File: config.mk
export PLATFORM = sky130hd
export DESIGN_NAME = fifo_wr_arbiter
export DESIGN_NICKNAME = d
export VERILOG_FILES = /design/src/rtl/fifo_wr_arbiter.sv
export SDC_FILE = /design/constraint.sdc
export NUM_CORES = 1
export LEC_CHECK = 0
export CORE_ASPECT_RATIO = 1.75
export CORE_MARGIN = 8
export CORE_UTILIZATION = 30
export DETAILED_ROUTE_END_ITERATION = 8
export GPL_TIMING_DRIVEN = 1
export PLACE_DENSITY = 0.69
export SYNTH_ARGS = -nofsm -noshare
export SYNTH_HDL_FRONTEND = slang
export SYNTH_SLANG_ARGS = --single-unit
File: constraint.sdc
create_clock -name wclk -period 1.6 [get_ports wclk]
set_input_delay 0.32 -clock wclk [delete_from_list [all_inputs] [get_ports wclk]]
set_output_delay 0.32 -clock wclk [all_outputs]
set_load 0.05 [all_outputs]
File: src/rtl/fifo_wr_arbiter.sv
// -----------------------------------------------------------------------------
// fifo_wr_arbiter
//   Shares the write port of the async sample FIFO (wclk domain) among N_REQ
//   producers. A grant lasts for a burst of at most BURST_LEN beats and then
//   rotates round-robin. Accepted beats land in a one-entry output buffer that
//   drives winc/wdata, and no write is issued while the FIFO reports full.
//
//   Optional feature macro: FIFO_WR_ARB_TAG_EN
//     defined     : fifo_wdata = {ob_id, ob_data}, DATA_SIZE+ID_W bits wide
//     not defined : fifo_wdata = ob_data, DATA_SIZE bits wide
// -----------------------------------------------------------------------------
module fifo_wr_arbiter #(
  parameter int N_REQ     = 4,
  parameter int DATA_SIZE = 16,
  parameter int BURST_LEN = 4,
  localparam int ID_W     = (N_REQ > 1) ? $clog2(N_REQ) : 1,
`ifdef FIFO_WR_ARB_TAG_EN
  localparam int WDATA_W  = DATA_SIZE + ID_W
`else
  localparam int WDATA_W  = DATA_SIZE
`endif
) (
  input  logic                       wclk,
  input  logic                       wrst_n,
  input  logic                       arb_en,
  input  logic [N_REQ-1:0]           req_valid,
  input  logic [N_REQ*DATA_SIZE-1:0] req_data,
  output logic [N_REQ-1:0]           req_ready,
  input  logic                       fifo_wfull,
  output logic                       fifo_winc,
  output logic [WDATA_W-1:0]         fifo_wdata,
  output logic [ID_W-1:0]            grant_id,
  output logic                       busy
);

  // Beat counter only has to reach BURST_LEN-1; keep at least one bit.
  localparam int CNT_W = (BURST_LEN > 1) ? $clog2(BURST_LEN) : 1;

  typedef enum logic {
    IDLE  = 1'b0,
    BURST = 1'b1
  } state_t;

  state_t           state, state_nxt;
  logic [ID_W-1:0]  rr_ptr, rr_ptr_nxt;
  logic [ID_W-1:0]  owner, owner_nxt;
  logic [CNT_W-1:0] beat_cnt, beat_cnt_nxt;

  logic                 ob_valid;
  logic [DATA_SIZE-1:0] ob_data;
`ifdef FIFO_WR_ARB_TAG_EN
  logic [ID_W-1:0]      ob_id;
`endif

  logic [DATA_SIZE-1:0] req_word [N_REQ];
  logic                 owner_valid;
  logic                 load_ok;
  logic                 accept;
  logic                 last_beat;
  logic                 burst_exit;
  logic [ID_W-1:0]      owner_inc;
  logic                 rr_found;
  logic [ID_W-1:0]      rr_pick;

  // Unpack the flattened producer data bus into one word per requester.
  for (genvar g = 0; g < N_REQ; g++) begin : g_unpack
    assign req_word[g] = req_data[g*DATA_SIZE +: DATA_SIZE];
  end

  // The buffer can take a new beat when it is empty or is draining this cycle.
  assign load_ok     = ~ob_valid | ~fifo_wfull;
  assign owner_valid = req_valid[owner];
  assign accept      = (state == BURST) & owner_valid & load_ok;
  assign last_beat   = (beat_cnt == CNT_W'(BURST_LEN - 1));
  assign burst_exit  = (accept & last_beat) | ~owner_valid | ~arb_en;

  // Next round-robin start point after the current owner, wrapping to 0.
  assign owner_inc = (int'(owner) == N_REQ - 1) ? '0 : owner + 1'b1;

  // Find the first valid requester at or above rr_ptr, wrapping around.
  always_comb begin
    int cand;
    // NOTE: every combinational output gets a default first so no latch is inferred.
    rr_found = 1'b0;
    rr_pick  = rr_ptr;
    cand     = 0;
    // Walk from the farthest candidate down so the nearest one wins last.
    for (int k = N_REQ - 1; k >= 0; k--) begin
      cand = int'(rr_ptr) + k;
      if (cand >= N_REQ) cand = cand - N_REQ;
      if (req_valid[ID_W'(cand)]) begin
        rr_found = 1'b1;
        rr_pick  = ID_W'(cand);
      end
    end
  end

  // Arbitration FSM next-state logic: grant in IDLE, count and end bursts in BURST.
  always_comb begin
    state_nxt    = state;
    owner_nxt    = owner;
    rr_ptr_nxt   = rr_ptr;
    beat_cnt_nxt = beat_cnt;
    case (state)
      IDLE: begin
        if (arb_en && rr_found) begin
          owner_nxt    = rr_pick;
          beat_cnt_nxt = '0;
          state_nxt    = BURST;
        end
      end
      BURST: begin
        if (burst_exit) begin
          state_nxt  = IDLE;
          rr_ptr_nxt = owner_inc;
        end else if (accept) begin
          beat_cnt_nxt = beat_cnt + 1'b1;
        end
      end
      default: state_nxt = IDLE;
    endcase
  end

  // Arbitration FSM state registers.
  always_ff @(posedge wclk or negedge wrst_n) begin
    // NOTE: sequential state uses non-blocking assignments so every register
    // samples the pre-edge values of the others.
    if (!wrst_n) begin
      state    <= IDLE;
      rr_ptr   <= '0;
      owner    <= '0;
      beat_cnt <= '0;
    end else begin
      state    <= state_nxt;
      rr_ptr   <= rr_ptr_nxt;
      owner    <= owner_nxt;
      beat_cnt <= beat_cnt_nxt;
    end
  end

  // One-entry output buffer: load on an accepted beat, empty once written.
  always_ff @(posedge wclk or negedge wrst_n) begin
    if (!wrst_n) begin
      ob_valid <= 1'b0;
      ob_data  <= '0;
`ifdef FIFO_WR_ARB_TAG_EN
      ob_id    <= '0;
`endif
    end else if (accept) begin
      ob_valid <= 1'b1;
      ob_data  <= req_word[owner];
`ifdef FIFO_WR_ARB_TAG_EN
      ob_id    <= owner;
`endif
    end else if (fifo_winc) begin
      ob_valid <= 1'b0;
    end
  end

  // Only the current owner sees ready, and only while the buffer can load.
  always_comb begin
    req_ready = '0;
    if ((state == BURST) && load_ok) req_ready[owner] = 1'b1;
  end

  // Write strobe is gated combinationally by wfull: the RAM writes on winc
  // regardless of the full flag, so it must never rise while full.
  assign fifo_winc = ob_valid & ~fifo_wfull;

`ifdef FIFO_WR_ARB_TAG_EN
  assign fifo_wdata = {ob_id, ob_data};
`else
  assign fifo_wdata = ob_data;
`endif

  assign grant_id = owner;
  assign busy     = (state == BURST) | ob_valid;

endmodule

Word-level counts from Yosys, hierarchy flattened

Cells that the tools add are included.

Output and inout bits: 24
Input port bits: 72
Latch bits: 0
Register bits: 24
RAM bits: 0
ROM bits: 0
Memories kept: 0
Word-level logic and storage cells: 94

Bitwise logic cells: 14
Reduce and logical (&&, ||, !) cells: 7
Magnitude comparators: 11
Shift-type cells: 0
Divide/modulo/power cells: 0
Add/subtract/negate cells: 9
Muxes and demuxes: 42
Equal/unequal tests: 5
Multiply operators: 0

Operator list:

| operator              | number |
|---|---|
| $bmux W16 S2          | 1 |
| $mux W16              | 2 |
| $mux W2               | 12 |
| $mux W1               | 18 |
| $lt A2 B4 Y1 const B  | 4 |
| $ge A3 B3 Y1 const B  | 4 |
| $bmux W1 S2           | 5 |
| $sub A2 B1 Y2 const B | 4 |
| $add A2 B2 Y3 const B | 2 |
| $not A1 Y1            | 5 |
| $add A2 B1 Y2 const B | 2 |
| $and A1 B1 Y1         | 4 |
| $mux W4               | 1 |
| $ne A2 B2 Y1 const B  | 2 |
| $or A1 B1 Y1          | 4 |
| $pmux W2 S2           | 1 |
| $reduce_and A2 Y1     | 2 |
| $add A2 B1 Y3 const B | 1 |
| $ge A2 B3 Y1 const B  | 1 |
| $logic_and A1 B1 Y1   | 3 |
| $lt A2 B3 Y1 const B  | 1 |
| $not A2 Y3            | 1 |
| $reduce_and A3 Y1     | 1 |
| $demux W1 S2          | 1 |
| 6 further kinds       | 6 |

Longest topological paths before layout

Word-level depth: 13
Depth in mapped cells: 6
Mapped depth without buffers: 4

Least setup slack after synthesis

Ideal clock, no wire load.

Path kind: flip-flop to output port
Start point: reg owner[1], in the netlist grant_id[1]
End point: out req_ready[1]
Buffers on the path: 2
Arrival: 1796 ps
Data required time: 1280 ps
Setup slack: -516 ps
Cell stages (with the launch flop): 6
Cells stage by stage: dfrtp_1 > buf_6 > clkbuf_1 > inv_1 > ha_1 > and2_1

Word-level cells in the longest chain between the ends: 5
Elaborated cells between the ends (all ways): 6
Classes of those cells: order compare (2); mux (3); reduce/logical (1)

Ends and longest elaborated chain:

| what                                                               | RTL line | source |
|---|---|---|
| from (decl)                                                        | 46       | `logic [ID_W-1:0] owner, owner_nxt;` |
| from (signal assigned)                                             | 136      | `owner <= owner_nxt;` |
| $lt A2 B3 Y1 (not written as such) or $ge A2 B1 Y1 (tied branches) | 163      | `if ((state == BURST) && load_ok) req_ready[owner] = 1'b1;` |
| $logic_and A1 B1 Y1 (not written as such)                          | 163      |  |
| $mux W1 (not written as such)                                      | 163      |  |
| $demux W1 S2 *                                                     | 163      |  |
| $mux W4 *                                                          | 163      |  |
| to (decl)                                                          | 28       | `output logic [N_REQ-1:0] req_ready,` |

Mark *: on every way between the ends. The rest lies on a longest branch, timed or not.

Final worst setup path

Start point: reg owner[1], in the netlist grant_id[1]
End point: reg ob_data[2], in the netlist fifo_wdata[2]

Word-level cells in the longest chain between the ends: 4
Elaborated cells between the ends (all ways): 8
Classes of those cells: mux (5); bitwise (3)

Ends and longest elaborated chain:

| what                                                          | RTL line | source |
|---|---|---|
| $bmux W1 S2 or $not A2 Y3 (tied branches)                     | 72, 151  |  |
| $mux W1 (not written as such) or $bmux W16 S2 (tied branches) | 72, 151  |  |
| $and A1 B1 Y1 or $mux W16 (tied branches) (2 in series)       | 73, 151  |  |
| to (signal assigned)                                          | 151      | `ob_data <= req_word[owner];` |
| to (decl)                                                     | 50       | `logic [DATA_SIZE-1:0] ob_data;` |

Parallel ways exist; a longest one is shown, timed or not. The select of a mux whose other input is x is not followed.
A chain may end at the register's enable or synchronous reset.

==> reports/summary.txt <==
================================================================================
Inserted Clock Buffers                                                         3
Global routing usage summed across all routing layers                      0.136
Detailed placement HPWL                                                  4.65 mm
Capturing element type of the critical path                             register
Cell type with the highest aggregate area in the netlist                 dfrtp_1
Effective utilization at floorplan                                         0.310
Unrepaired setup endpoints after global routing                             true
Register share of total power                                              0.217
Total number of vias                                                        1428
Most common library cells after synthesis                           24 x dfrtp_1, 16 x mux4_2, 10 x nand2_1
Period utilization                                                          1.02
Number of global-route vias before repair                                   1686
Final weighted congestion in routability-driven placement                  0.823
Netlist Area Pre-Place                                              0.00161 sq mm
Worst slack after detailed placement                                   -0.289 ns
Final antenna diode count                                                      0
CTS Hold Bufs                                                                  0
Worst slack on hold paths                                               0.407 ns
Internal                                                                 2.92 mW
Total Die Area                                                      0.00808 sq mm
Violated checks                                                     setup timing
Post-synth EDFFs                                                               0
Clock Pin Slew Worst Setup and Hold Paths                                0.09 ns
Horiz. Die Dim                                                           71.4 um
Residual antenna-violating net count after detailed routing                    0
Sink Count                                                                    24
Clock latency reported for the late side of the worst-skew pair          0.26 ns
Fmax                                                                   0.613 GHz
Number of antenna violations at the first check in global routing              0
Fraction of power consumed by combinational cells                          0.702
Max transition margin                                                      0.794
Ratio of cells with drive above 1 in the final layout                      0.477
Main area contributors after synthesis                              dfrtp_1 37%, mux4_2 22%, mux2_4 8.4%
Average via count per standard cell                                         4.86
Highest ir drop seen on vdd                                             0.633 mV
Kind of start point of the critical path                                register
Synthesis warning total                                                        0
Maximum number of pins on one net before global-route repair                  25
1st-iter DRT viols                                                            46
Root buffer selected by CTS                                             clkbuf_8
Slew at the pin closest to its max-slew limit                           0.310 ns
Worst min-delay path class                                              in2async
Minimum clock period                                                     1.63 ns
Area share of the largest cell type after synthesis                        0.372
Final net count                                                              317
Part of the power in the clock network                                     0.081
Most common cell in the synthesized netlist                              dfrtp_1
Post-synth top flop                                                      dfrtp_1
Number of detailed-routing iterations run before antenna repair                4
Net count after synthesis                                                    193
Req. time, crit path                                                     1.75 ns
Drt wl/cell                                                              18.9 um
Gate Count Post-Synth                                                        116
Smallest setup slack after layout                                     -0.0323 ns
Max-cap check violation count                                                  0
Switching share of total power                                             0.430
Total gr overflow                                                              0
Setup-violating endpoint count in the final report                            19
Static leakage power                                                     1.34 nW
Power spent charging and discharging nets                                2.20 mW
Category of the most critical setup path                                 reg2reg
Worst path arrival time                                                  1.78 ns
Max Buffers Root-to-Sink                                                       2
Mean area per synthesized cell                                        13.9 sq um
Hold Vio Cnt, Final                                                            0
Core ar.                                                            0.00521 sq mm
Io pins                                                                       96
Synth cell types                                                              32
Wire length of the first global-routing pass                             8.63 mm
#FFs+latches synth                                                            24
Outcome                                                             finished with violations
Power per cell area                                                 1660 mW/mm^2
Quantity of I/O buffers inserted on ports                                     95
WL final                                                                 5.57 mm
CTS tree                                                                     yes
Pins Over Slew Limit                                                           0
Post-synthesis to final-layout area growth                                 90.9%
Async set-or-reset flop fraction in the synthesized netlist                 1.00
DRC violations left                                                            0
H-tree depth                                                                   1
Die height                                                                113 um
Worst-case clock skew                                                 0.00772 ns
Worst-path fanout max                                                          8
Sequential fraction of the synthesis area                                  0.372
Site Rows                                                                     35
================================================================================
[per-layer routing]
| layer | wire length [um] | part of all wire | global-route usage |
|---|---|---|---|
| met5 | 0 | 0 | 0 |
| met4 | 73 | 0.013 | 0.0350 |
| met3 | 273 | 0.049 | 0.0257 |
| met2 | 3320 | 0.60 | 0.274 |
| met1 | 1900 | 0.34 | 0.132 |
[area by class of cell]
class	count	area (sq um)
repair buffers	124	1260
well taps	55	68.8
inverters	4	17.5
multi-input cells	83	1080
fillers	424	2130
clock buffers	4	55.1
flip-flops and latches	24	603
[through the flow]
step                      TNS (ns)  utilization  cells  power, mW  area [sq um]
after floorplan              -2.51            -    116       3.20          1650
after detailed placement     -6.36        0.538    282       4.31          2810
after global routing         -1.22        0.591    294       5.39          3080
after CTS                   -0.125        0.574    291       4.98          2990
final                       -0.367        0.591    294       5.12          3080
after global placement       -5.87        0.538    282       4.27          2810
[power by group through the flow]
| stage | sequential, mW | clock (mW) | combinational, mW |
|---|---|---|---|
| floorplan | 1.88 | 0 | 1.31 |
| global placement | 1.12 | 0 | 3.14 |
| detailed placement | 1.12 | 0 | 3.19 |
| CTS | 1.11 | 0.419 | 3.46 |
| global route | 1.15 | 0.444 | 3.79 |
| finish | 1.11 | 0.414 | 3.60 |
[flip-flops by register name, indices dropped and copies added (netlist names)]
register,flops
beat_cnt,2
fifo_wdata,16
grant_id,2
ob_valid,1
rr_ptr,2
state,1
[cells by family (layout without fill, tap and decap cells)]
kind of cell | after synthesis | count (layout) | share of synthesized area
mux | 39 | 39 | 0.411
simple gates | 28 | 28 | 0.0969
flops | 24 | 24 | 0.372
compound gates | 11 | 11 | 0.0465
buf+inv | 9 | 132 | 0.0349
fa+ha+maj | 5 | 5 | 0.0388
[layout by cell type (no fill, tap or decap), types with 2 or more instances in the layout]
| cell | count |
|---|---|
| a21oi_1 | 3 |
| and2_4 | 4 |
| mux2i_1 | 2 |
| buf_8 | 3 |
| nor2b_1 | 3 |
| clkbuf_8 | 4 |
| o21ai_0 | 2 |
| dfrtp_1 | 22 |
| nand2_1 | 9 |
| mux4_2 | 16 |
| inv_1 | 2 |
| ha_4 | 3 |
| dfrtp_2 | 2 |
| buf_6 | 8 |
| nor2_1 | 2 |
| clkdlybuf4s50_1 | 70 |
| nand2b_1 | 3 |
| mux2_4 | 17 |
| buf_4 | 34 |
| mux2i_4 | 3 |
| buf_12 | 8 |
[critical path: stages, from the launching register on]
cell and delay [ns]:
dfrtp_2 0.44, buf_6 0.14, mux2i_4 0.19, mux2i_4 0.19
nand2_4 0.10, buf_12 0.16, mux2_4 0.29
[path summary, 6_finish.rpt]
check                                 start       endpoint  slack [ns]  cells after the start
worst max-delay path            grant_id[1]  fifo_wdata[2]       -0.03                      6
worst min-delay path                 wrst_n    grant_id[1]        0.41                      2
worst max register to register  grant_id[1]  fifo_wdata[2]       -0.03                      6
worst min register to register  beat_cnt[0]    beat_cnt[0]        0.49                      1
max in group asynchronous            wrst_n    grant_id[0]        0.94                      2
min in group wclk                fifo_wfull       ob_valid        0.47                      3
[repair_timing]
action                     CTS  global route
cloned                       0             0
pin swaps                    1             8
gates resized for setup     28            15
setup buffers                6             3
setup endpoints to repair    8            27
(Power assumes the default switching activity.)
